File: src/rtl/pipelined_cla_addsub_if.sv
// pipelined_cla_addsub_if: operand/result handshake bundle for pipelined_cla_addsub (sat present with CLA_SATURATE_EN)
interface pipelined_cla_addsub_if #(parameter int WIDTH = 16);
  logic             in_valid;
  logic             in_ready;
  logic [WIDTH-1:0] a;
  logic [WIDTH-1:0] b;
  logic             c_in;
  logic             sub;
`ifdef CLA_SATURATE_EN
  logic             sat;
`endif
  logic             out_valid;
  logic             out_ready;
  logic [WIDTH-1:0] sum;
  logic             c_out;
  logic             ovf;
  logic             zero;
  modport master (
`ifdef CLA_SATURATE_EN
    output sat,
`endif
    output in_valid, a, b, c_in, sub, out_ready,
    input  in_ready, out_valid, sum, c_out, ovf, zero
  );
  modport slave (
`ifdef CLA_SATURATE_EN
    input  sat,
`endif
    input  in_valid, a, b, c_in, sub, out_ready,
    output in_ready, out_valid, sum, c_out, ovf, zero
  );
endinterface

File: src/rtl/pipelined_cla_addsub.sv
// pipelined_cla_addsub: WIDTH-bit add/sub, one GROUP-bit lookahead group per stage, valid/ready handshake.
// Optional saturation on signed overflow when CLA_SATURATE_EN is defined.
module pipelined_cla_addsub #(
  parameter int WIDTH = 16,
  parameter int GROUP = 4
) (
  input logic clk,
  input logic rst,
  pipelined_cla_addsub_if.slave bus
);
  localparam int NG = WIDTH / GROUP;
  if (WIDTH % GROUP != 0) begin : g_bad_width
    $error("WIDTH must be a multiple of GROUP");
  end
  function automatic logic [GROUP:0] lookahead(input logic [GROUP-1:0] g, input logic [GROUP-1:0] p, input logic ci);
    logic [GROUP:0] c;
    logic t;
    c[0] = ci;
    for (int i = 0; i < GROUP; i++) begin
      c[i+1] = g[i];
      t = p[i];
      for (int j = i - 1; j >= 0; j--) begin
        c[i+1] = c[i+1] | (t & g[j]);
        t = t & p[j];
      end
      c[i+1] = c[i+1] | (t & ci);
    end
    return c;
  endfunction
  logic             adv;
  logic             st_v  [NG];
  logic [WIDTH-1:0] st_a  [NG];
  logic [WIDTH-1:0] st_bx [NG];
  logic [WIDTH-1:0] st_s  [NG];
  logic             st_c  [NG];
`ifdef CLA_SATURATE_EN
  logic             st_sat [NG];
`endif
  logic [GROUP-1:0] gs  [NG];
  logic             gco [NG];
  logic             gcm [NG];
  logic             out_valid_r, c_out_r, ovf_r, zero_r;
  logic [WIDTH-1:0] sum_r, raw, res;
  logic             co, ov;
  assign adv          = !out_valid_r || bus.out_ready;
  assign bus.in_ready = adv;
  assign bus.out_valid = out_valid_r;
  assign bus.sum      = sum_r;
  assign bus.c_out    = c_out_r;
  assign bus.ovf      = ovf_r;
  assign bus.zero     = zero_r;
  for (genvar k = 0; k < NG; k++) begin : g_grp
    logic [GROUP-1:0] ga, gb, gp;
    logic [GROUP:0]   gc;
    assign ga     = st_a[k][k*GROUP +: GROUP];
    assign gb     = st_bx[k][k*GROUP +: GROUP];
    assign gp     = ga ^ gb;
    assign gc     = lookahead(ga & gb, gp, st_c[k]);
    assign gs[k]  = gp ^ gc[GROUP-1:0];
    assign gco[k] = gc[GROUP];
    assign gcm[k] = gc[GROUP-1];
  end
  assign raw = st_s[NG-1] | (WIDTH'(gs[NG-1]) << ((NG-1) * GROUP));
  assign co  = gco[NG-1];
  assign ov  = gcm[NG-1] ^ co;
`ifdef CLA_SATURATE_EN
  // on overflow the wrapped MSB is the inverse of the true sign
  assign res = (st_sat[NG-1] && ov) ? (raw[WIDTH-1] ? {1'b0, {(WIDTH-1){1'b1}}} : {1'b1, {(WIDTH-1){1'b0}}}) : raw;
`else
  assign res = raw;
`endif
  always_ff @(posedge clk) begin
    if (rst) begin
      for (int k = 0; k < NG; k++) st_v[k] <= 1'b0;
      out_valid_r <= 1'b0;
      sum_r       <= '0;
      c_out_r     <= 1'b0;
      ovf_r       <= 1'b0;
      zero_r      <= 1'b0;
    end else if (adv) begin
      st_v[0]  <= bus.in_valid;
      st_a[0]  <= bus.a;
      st_bx[0] <= bus.sub ? ~bus.b : bus.b;
      st_c[0]  <= bus.sub ? ~bus.c_in : bus.c_in;
      st_s[0]  <= '0;
`ifdef CLA_SATURATE_EN
      st_sat[0] <= bus.sat;
`endif
      for (int k = 0; k < NG - 1; k++) begin
        st_v[k+1]  <= st_v[k];
        st_a[k+1]  <= st_a[k];
        st_bx[k+1] <= st_bx[k];
        st_c[k+1]  <= gco[k];
        st_s[k+1]  <= st_s[k] | (WIDTH'(gs[k]) << (k * GROUP));
`ifdef CLA_SATURATE_EN
        st_sat[k+1] <= st_sat[k];
`endif
      end
      out_valid_r <= st_v[NG-1];
      sum_r       <= res;
      c_out_r     <= co;
      ovf_r       <= ov;
      zero_r      <= (res == '0);
    end
  end
endmodule

File: src/flat_wrapper.sv
// flat-port wrapper written by rule: the top's interface ports become plain ports
module pipelined_cla_addsub_flat 
#(
  parameter int WIDTH = 16,
  parameter int GROUP = 4
)
  (clk, rst, bus_in_valid, bus_a, bus_b, bus_c_in, bus_sub, bus_out_ready, bus_in_ready, bus_out_valid, bus_sum, bus_c_out, bus_ovf, bus_zero);
  pipelined_cla_addsub_if #(.WIDTH(WIDTH)) bus_i ();
  input logic clk;
  input logic rst;
  input wire logic [$bits(bus_i.in_valid)-1:0] bus_in_valid;
  input wire logic [$bits(bus_i.a)-1:0] bus_a;
  input wire logic [$bits(bus_i.b)-1:0] bus_b;
  input wire logic [$bits(bus_i.c_in)-1:0] bus_c_in;
  input wire logic [$bits(bus_i.sub)-1:0] bus_sub;
  input wire logic [$bits(bus_i.out_ready)-1:0] bus_out_ready;
  output wire logic [$bits(bus_i.in_ready)-1:0] bus_in_ready;
  output wire logic [$bits(bus_i.out_valid)-1:0] bus_out_valid;
  output wire logic [$bits(bus_i.sum)-1:0] bus_sum;
  output wire logic [$bits(bus_i.c_out)-1:0] bus_c_out;
  output wire logic [$bits(bus_i.ovf)-1:0] bus_ovf;
  output wire logic [$bits(bus_i.zero)-1:0] bus_zero;
  assign bus_i.in_valid = bus_in_valid;
  assign bus_i.a = bus_a;
  assign bus_i.b = bus_b;
  assign bus_i.c_in = bus_c_in;
  assign bus_i.sub = bus_sub;
  assign bus_i.out_ready = bus_out_ready;
  assign bus_in_ready = bus_i.in_ready;
  assign bus_out_valid = bus_i.out_valid;
  assign bus_sum = bus_i.sum;
  assign bus_c_out = bus_i.c_out;
  assign bus_ovf = bus_i.ovf;
  assign bus_zero = bus_i.zero;
  pipelined_cla_addsub #(.WIDTH(WIDTH), .GROUP(GROUP)) u_core (.clk(clk), .rst(rst), .bus(bus_i));
endmodule
File: config.mk
export PLATFORM = sky130hd
export DESIGN_NAME = pipelined_cla_addsub_flat
export DESIGN_NICKNAME = d
export VERILOG_FILES = /design/src/rtl/pipelined_cla_addsub_if.sv /design/src/rtl/pipelined_cla_addsub.sv /design/src/flat_wrapper.sv
export SDC_FILE = /design/constraint.sdc
export NUM_CORES = 1
export LEC_CHECK = 0
export BUFFER_PORTS_ARGS = -buffer_cell sky130_fd_sc_hd__buf_2
export CORE_MARGIN = 2
export CORE_UTILIZATION = 57
export DETAILED_ROUTE_END_ITERATION = 7
export HOLD_SLACK_MARGIN = 0.12
export PLACE_DENSITY_LB_ADDON = 0.15
export SLEW_MARGIN = 25
export SYNTH_ARGS = -nofsm -noshare
export SYNTH_HDL_FRONTEND = slang
export SYNTH_SLANG_ARGS = --single-unit
File: constraint.sdc
create_clock -name clk -period 6.3 [get_ports clk]
set_input_delay 0 -clock clk [delete_from_list [all_inputs] [get_ports clk]]
set_output_delay 0 -clock clk [all_outputs]
set_load 0.1 [all_outputs]
==> results_dict.tcl, run 1 <==
set metrics [dict create \
    hp-class "in -> reg" \
    ys_warn_count 0 \
    synth_seq_cells 132 \
    ys_seq_area_share_pct 76.6 \
    finalPower_mw 2.26 \
    tightest_slew_ps 940 \
    antenna_cells 0 \
    crit_required_ps 6430 \
    rsz0062_at_grt "false" \
    drt-total-wl_um 7670 \
    worstSetupPathType "reg -> reg" \
    num-nets-final 483 \
    cts-resized-gates 0 \
    place_hpwl_um 3970 \
    min_from "bus_sub" \
    leakagePower_nw 2.61 \
    start_util_pct 59.2 \
    end_kind "flip-flop" \
    final_hold_viol_count 0 \
    io_buffer_count 58 \
    core_area_um2 8300 \
    cts_buffer_depth 2 \
    num_rows 33 \
    stdcell_count 543 \
    start_kind "flip-flop" \
    avgSynthCellArea_um2 16.3 \
    first_iter_violations 173 \
    cts_hold_buf 53 \
    clock_skew_ps 7.24 \
    cts_sinks 132 \
    cts_tree "built" \
    vdd_drop_max_mv 0.213 \
    dpl_cell_area_um2 5320 \
    drc 0 \
    cts_setup_buffers 0 \
    postSynthCellCount 301 \
    cts.clk_slew.worst_paths_ps 60 \
    clock_latency_ps 510 \
    h-tree-depth 4 \
    synth_area_um2 4910 \
    final_area_um2 6440 \
    whs_ps 183 \
    worstPathMaxFanout 82 \
    antenna_found_initial 0 \
    final.period_utilization_pct 40.9 \
    hold-path-endpoint "u_core.st_bx[0][0]" \
    wl_met3_um 356 \
    globalplace.congestion 0.794 \
    syn-num-nets 359 \
    fillers 461 \
    netlist-cell-type-count 34 \
    dieArea_um2 9380 \
    power_density_nw_per_um2 351 \
    r2r_start "u_core.bus.out_valid" \
    chipHeight_um 96.8 \
    top_layer_used "met4" \
    grt_pass1_wl_um 13000 \
    syn_to_final_growth_pct 31.1 \
    pre_cts_ws_ps 3710 \
    io_pins 59 \
    grt_pass1_vias 2766 \
    cts_root_buf "clkbuf_8" \
    overflow 0 \
    drive_above_1_share_pct 21.7 \
    slew_violations 0 \
    die-width_um 96.8 \
    vias 2683 \
    final_util_pct 77.6 \
    maxCapViolCount 0 \
    vias_per_cell 4.94 \
    fin_setup_tns_ps 0 \
    first_pass_iters 5 \
    min_period_ps 2570 \
    setup_ws_ps 3730 \
    ant_nets 0 \
    reg2reg_depth 4 \
    wl_met2_um 3940 \
    setup_viol 0 \
    max_freq_ghz 0.388 \
    r2r-end "u_core.st_bx[2][11]" \
    relSlewSlack_pct 37.3 \
    grt_usage_pct 18.2 \
    reg2reg_slack_ps 3730 \
    wl_met1_um 3300 \
    grt_max_degree 83 \
    hold_depth 2 \
    wire_per_inst_um 14.1 \
    crit_arrival_ps 2700 \
    placed_cells 458 \
    outcome "finished clean" \
    cts-buffers-inserted 17 \
]
## cells in the final DEF, fill, tap and decap left out, types with 7 or more instances in the layout
cell           instances
ha_1                  16
a21oi_1               18
nor2_1                10
edfxtp_1             112
buf_2                 58
xnor2_1                7
inv_1                 20
dfxtp_1               20
a21o_1                 7
nand2_1               27
xor2_1                20
dlygate4sd3_1         53
clkbuf_16             16
## critical path: stages (launching register included)
cell	delay, ps
dfxtp_1	300
nor2b_1	120
buf_4	200
nor2_4	650
buf_4	850
## worst max-delay path by stage
stage | depth (start not counted) | endpoint | start
after global routing | 5 | u_core.st_v[1] | u_core.bus.out_valid
after floorplan | 4 | u_core.st_v[0] | u_core.bus.out_valid
after detailed placement | 4 | u_core.st_a[3][15] | u_core.bus.out_valid
after global placement | 4 | u_core.st_a[3][15] | u_core.bus.out_valid
after CTS | 4 | u_core.st_a[0][15] | u_core.bus.out_valid
final | 4 | u_core.st_bx[2][11] | u_core.bus.out_valid
## where the power goes
part           internal (mW)  switching (mW)  leakage [nW]
registers               1.03          0.0253          1.27
clock network          0.611           0.343         0.282
logic                 0.0872           0.161          1.06
## area by class of cell
| type | instances | area, µm² | share of cell area [%] |
|---|---|---|---|
| timing repair buffer | 113 | 836 | 13.0 |
| clock inverter | 13 | 158 | 2.45 |
| tap | 105 | 131 | 2.04 |
| inverter | 20 | 75.1 | 1.17 |
| multi-input combinational | 141 | 1050 | 16.2 |
| clock buffer | 19 | 432 | 6.70 |
| sequential | 132 | 3760 | 58.4 |
## cell usage after synthesis
| cell | count | area share, % |
|---|---|---|
| o21ai_0 | 2 | 0.20 |
| a21oi_1 | 18 | 1.8 |
| nand4_1 | 1 | 0.13 |
| nand2_1 | 27 | 2.1 |
| a21o_1 | 7 | 1.1 |
| xor2_1 | 20 | 3.6 |
| mux2i_1 | 1 | 0.20 |
| or3_1 | 1 | 0.13 |
| and2_1 | 4 | 0.51 |
| a311oi_1 | 1 | 0.18 |
| o21bai_1 | 4 | 0.61 |
| nor2b_1 | 1 | 0.13 |
| a41oi_1 | 1 | 0.18 |
| nor2_1 | 11 | 0.84 |
| nor4_2 | 1 | 0.25 |
| o22ai_2 | 1 | 0.25 |
| buf_1 | 2 | 0.15 |
| or4b_4 | 1 | 0.28 |
| and2_0 | 1 | 0.13 |
| nor3_1 | 2 | 0.20 |
| edfxtp_1 | 112 | 68 |
| inv_1 | 20 | 1.5 |
| dfxtp_1 | 20 | 8.2 |
| fa_1 | 4 | 1.6 |
| clkbuf_1 | 2 | 0.15 |
| o2111ai_1 | 1 | 0.18 |
| a211oi_1 | 3 | 0.46 |
| ha_1 | 16 | 4.1 |
| or4_1 | 1 | 0.15 |
| and3_1 | 2 | 0.25 |
| xnor2_1 | 7 | 1.2 |
| buf_2 | 4 | 0.41 |
| a211oi_2 | 1 | 0.25 |
| nand2b_1 | 1 | 0.13 |
## sequential cells by signal, summed over array words and instances, names as in the netlist
signal / cells
u_core.bus.out_valid: 1
u_core.bus.sum: 16
u_core.bus.zero: 1
u_core.bus.c_out: 1
u_core.bus.ovf: 1
u_core.st_a: 40
u_core.st_c: 4
u_core.st_bx: 40
u_core.st_v: 4
u_core.st_s: 24
## logic make-up (layout without fill, tap and decap cells)
| kind of cell | count (synthesis) | count (layout) | synth area share [%] |
|---|---|---|---|
| xor+xnor | 27 | 27 | 4.81 |
| fa+ha+maj | 20 | 20 | 5.71 |
| simple gates | 54 | 54 | 5.20 |
| mux | 1 | 1 | 0.204 |
| compound gates | 39 | 39 | 5.22 |
| flops | 132 | 132 | 76.6 |
| buf+inv | 28 | 165 | 2.24 |
## routing by layer
metal	GRT usage, %	up-vias
li1	-	1337
met1	21.4	1267
met2	30.5	72
met3	7.01	7
met4	6.83	0
met5	0	-
(Power assumes the default switching activity.)
==> inputs of run 2 (changes only) <==
--- a/config.mk
+++ b/config.mk
@@ -7,7 +7,7 @@
 export LEC_CHECK = 0
 export BUFFER_PORTS_ARGS = -buffer_cell sky130_fd_sc_hd__buf_2
 export CORE_MARGIN = 2
-export CORE_UTILIZATION = 57
+export CORE_UTILIZATION = 52
 export DETAILED_ROUTE_END_ITERATION = 7
 export HOLD_SLACK_MARGIN = 0.12
 export PLACE_DENSITY_LB_ADDON = 0.15
==> constraint.sdc (replaced) <==
create_clock -name clk -period 2.1 [get_ports clk]
set_input_delay 0 -clock clk [delete_from_list [all_inputs] [get_ports clk]]
set_output_delay 0 -clock clk [all_outputs]
set_load 0.1 [all_outputs]
==> run 2 against run 1 <==
Effect of this change: fmax increased by 32%; worst hold slack got worse by 59 ps; combinational power increased to 2.9 times the previous value; routed wire length decreased by 8.1%; critical path depth increased by 1; register-to-register slack got worse by 3600 ps; via count decreased by 2.0%; worst setup slack got worse by 3600 ps; cell area increased by 1.8%; global-route usage decreased by 3.0 points; utilization decreased by 6.3 points; critical path type unchanged; largest cell class unchanged; largest power group is now clock.
==> results_dict.tcl, run 2 (synthesized netlist as in run 1, its figures left out) <==
set metrics [dict create \
    grt_usage_pct 15.2 \
    min_period_ps 1950 \
    globalplace.congestion 0.755 \
    combPwrFrac_pct 10.2 \
    ant_nets 0 \
    busiest_layer "met2" \
    vdd_drop_max_mv 0.654 \
    antenna_found_initial 0 \
    core_area_um2 9200 \
    swShare_pct 22.0 \
    h-tree-depth 4 \
    drc 0 \
    wire_per_inst_um 12.9 \
    cts.clk_slew.worst_paths_ps 60 \
    regArea_um2 3770 \
    clkPwrFrac_pct 45.5 \
    die-width_um 101 \
    start_kind "flip-flop" \
    fillers 618 \
    first_pass_iters 4 \
    hp-class "in -> reg" \
    outcome "finished clean" \
    grt_use_met1_pct 20.1 \
    layout_common_cells "112 x edfxtp_1, 58 x buf_2, 50 x dlygate4sd3_1" \
    grt_pass1_wl_um 11600 \
    dpl_cell_area_um2 5370 \
    final_area_um2 6560 \
    grt.met3_usage_pct 4.90 \
    vias 2628 \
    power_density_nw_per_um2 1090 \
    final_util_pct 71.3 \
    worstSetupPathType "reg -> reg" \
    drive_above_1_share_pct 23.3 \
    io_pins 59 \
    io_buffer_count 58 \
    crit_arrival_ps 2340 \
    cts_tree "built" \
    max_freq_ghz 0.513 \
    start_util_pct 53.4 \
    maxCapViolCount 0 \
    first_iter_violations 111 \
    hold-path-endpoint "u_core.st_bx[0][7]" \
    clock_skew_ps 8.22 \
    end_kind "flip-flop" \
    pwr-share-seq_pct 44.3 \
    leakagePower_nw 2.65 \
    syn_to_final_growth_pct 33.5 \
    dieArea_um2 10200 \
    cts_sinks 132 \
    cts-buffers-inserted 17 \
    reg2reg_slack_ps 150 \
    startpoint "u_core.bus.out_valid" \
    tightest_slew_ps 509 \
    grtUsageMet2_pct 23.0 \
    drt-total-wl_um 7050 \
    r2r_start "u_core.bus.out_valid" \
    num_rows 35 \
    grt_max_degree 71 \
    reg2reg_depth 5 \
    rsz0062_at_grt "false" \
    overflow 0 \
    clock_latency_ps 500 \
    top_regs "u_core.st_a: 40 flops, u_core.st_bx: 40 flops, u_core.st_s: 24 flops" \
    vias_per_cell 4.80 \
    r2r-end "u_core.bus.sum[3]" \
    final_common_cell "edfxtp_1" \
    place_hpwl_um 4080 \
    final_hold_viol_count 0 \
    min_from "bus_sub" \
    crit_required_ps 2490 \
    multiInputGateArea_um2 1060 \
    cts_root_buf "clkbuf_8" \
    slew_violations 0 \
    intPower_mw 5.59 \
    worstPathMaxFanout 12 \
    p_switching_mw 1.57 \
    antenna_cells 0 \
    num-nets-final 482 \
    setup_viol 0 \
    grt_pass1_vias 2456 \
    chipHeight_um 101 \
    hold_depth 2 \
    cts_buffer_depth 2 \
    final.period_utilization_pct 92.8 \
    relSlewSlack_pct 66.0 \
]
## run 2: changes by cell type in the layout (fill, tap and decap cells not counted), sizes merged
cell / delta
nor2b: +1
dlygate4sd3: -3
inv: -2
bufinv: +3
## run 2: power groups by stage
stage               logic, mW  registers (mW)  clock network (mW)
floorplan               0.264            3.45                   0
global placement        0.630            3.22                   0
detailed placement      0.644            3.23                   0
CTS                     0.736            3.18                3.31
global route            0.797            3.19                3.43
finish                  0.731            3.18                3.25
## run 2: per-layer routing
layer / routed length [µm] / part of all wire, %
met1: 3300 / 47
met2: 3310 / 47
met3: 319 / 4.5
met4: 124 / 1.8
met5: 0 / 0
## run 2: worst max path at each step
stage | endpoint | slack (ps) | cells past startpoint
finish | u_core.bus.sum[3] | 150 | 5
global route | bus_in_ready | 40 | 3
CTS | u_core.bus.sum[3] | 10 | 5
detailed placement | u_core.bus.zero | 150 | 6
global placement | u_core.bus.zero | 220 | 6
floorplan | u_core.st_a[0][0] | -680 | 3
## run 2: cell type report
cell class,count,share of cell area (%)
clock inverters,13,3.49
multi-input cells,142,16.2
flip-flops and latches,132,57.5
inverters,20,1.20
repair inverters,1,0.115
well taps,111,2.12
repair buffers,110,12.7
clock buffers,19,6.74
## run 2: timing repair
item / CTS / global route
hold buffers: 50 / 0
setup buffers: 0 / 0
hold endpoints to repair: 58 / 0
resized for setup: 1 / 1
gates cloned: 2 / 0
endpoints found under the setup margin: 1 / 1
## run 2: through the flow
step / power (mW) / worst slack, ps / hold WS, ps / setup TNS, ps / cells
4_1_cts: 7.22 / 14.1 / 124 / 0 / 548
6_report: 7.16 / 152 / 124 / 0 / 548
3_3_place_gp: 3.85 / 217 / 176 / 0 / 464
2_1_floorplan: 3.71 / -678 / 98.9 / -75910 / 301
5_1_grt: 7.42 / 37.2 / 138 / 0 / 548
3_5_place_dp: 3.87 / 154 / 178 / 0 / 464
## run 2: worst max-delay path: stages (launching register included)
cell	delay, ps
dfxtp_4	340
nor2b_4	390
clkinvlp_4	330
nand2_1	130
a21oi_1	70
dlygate4sd3_1	570
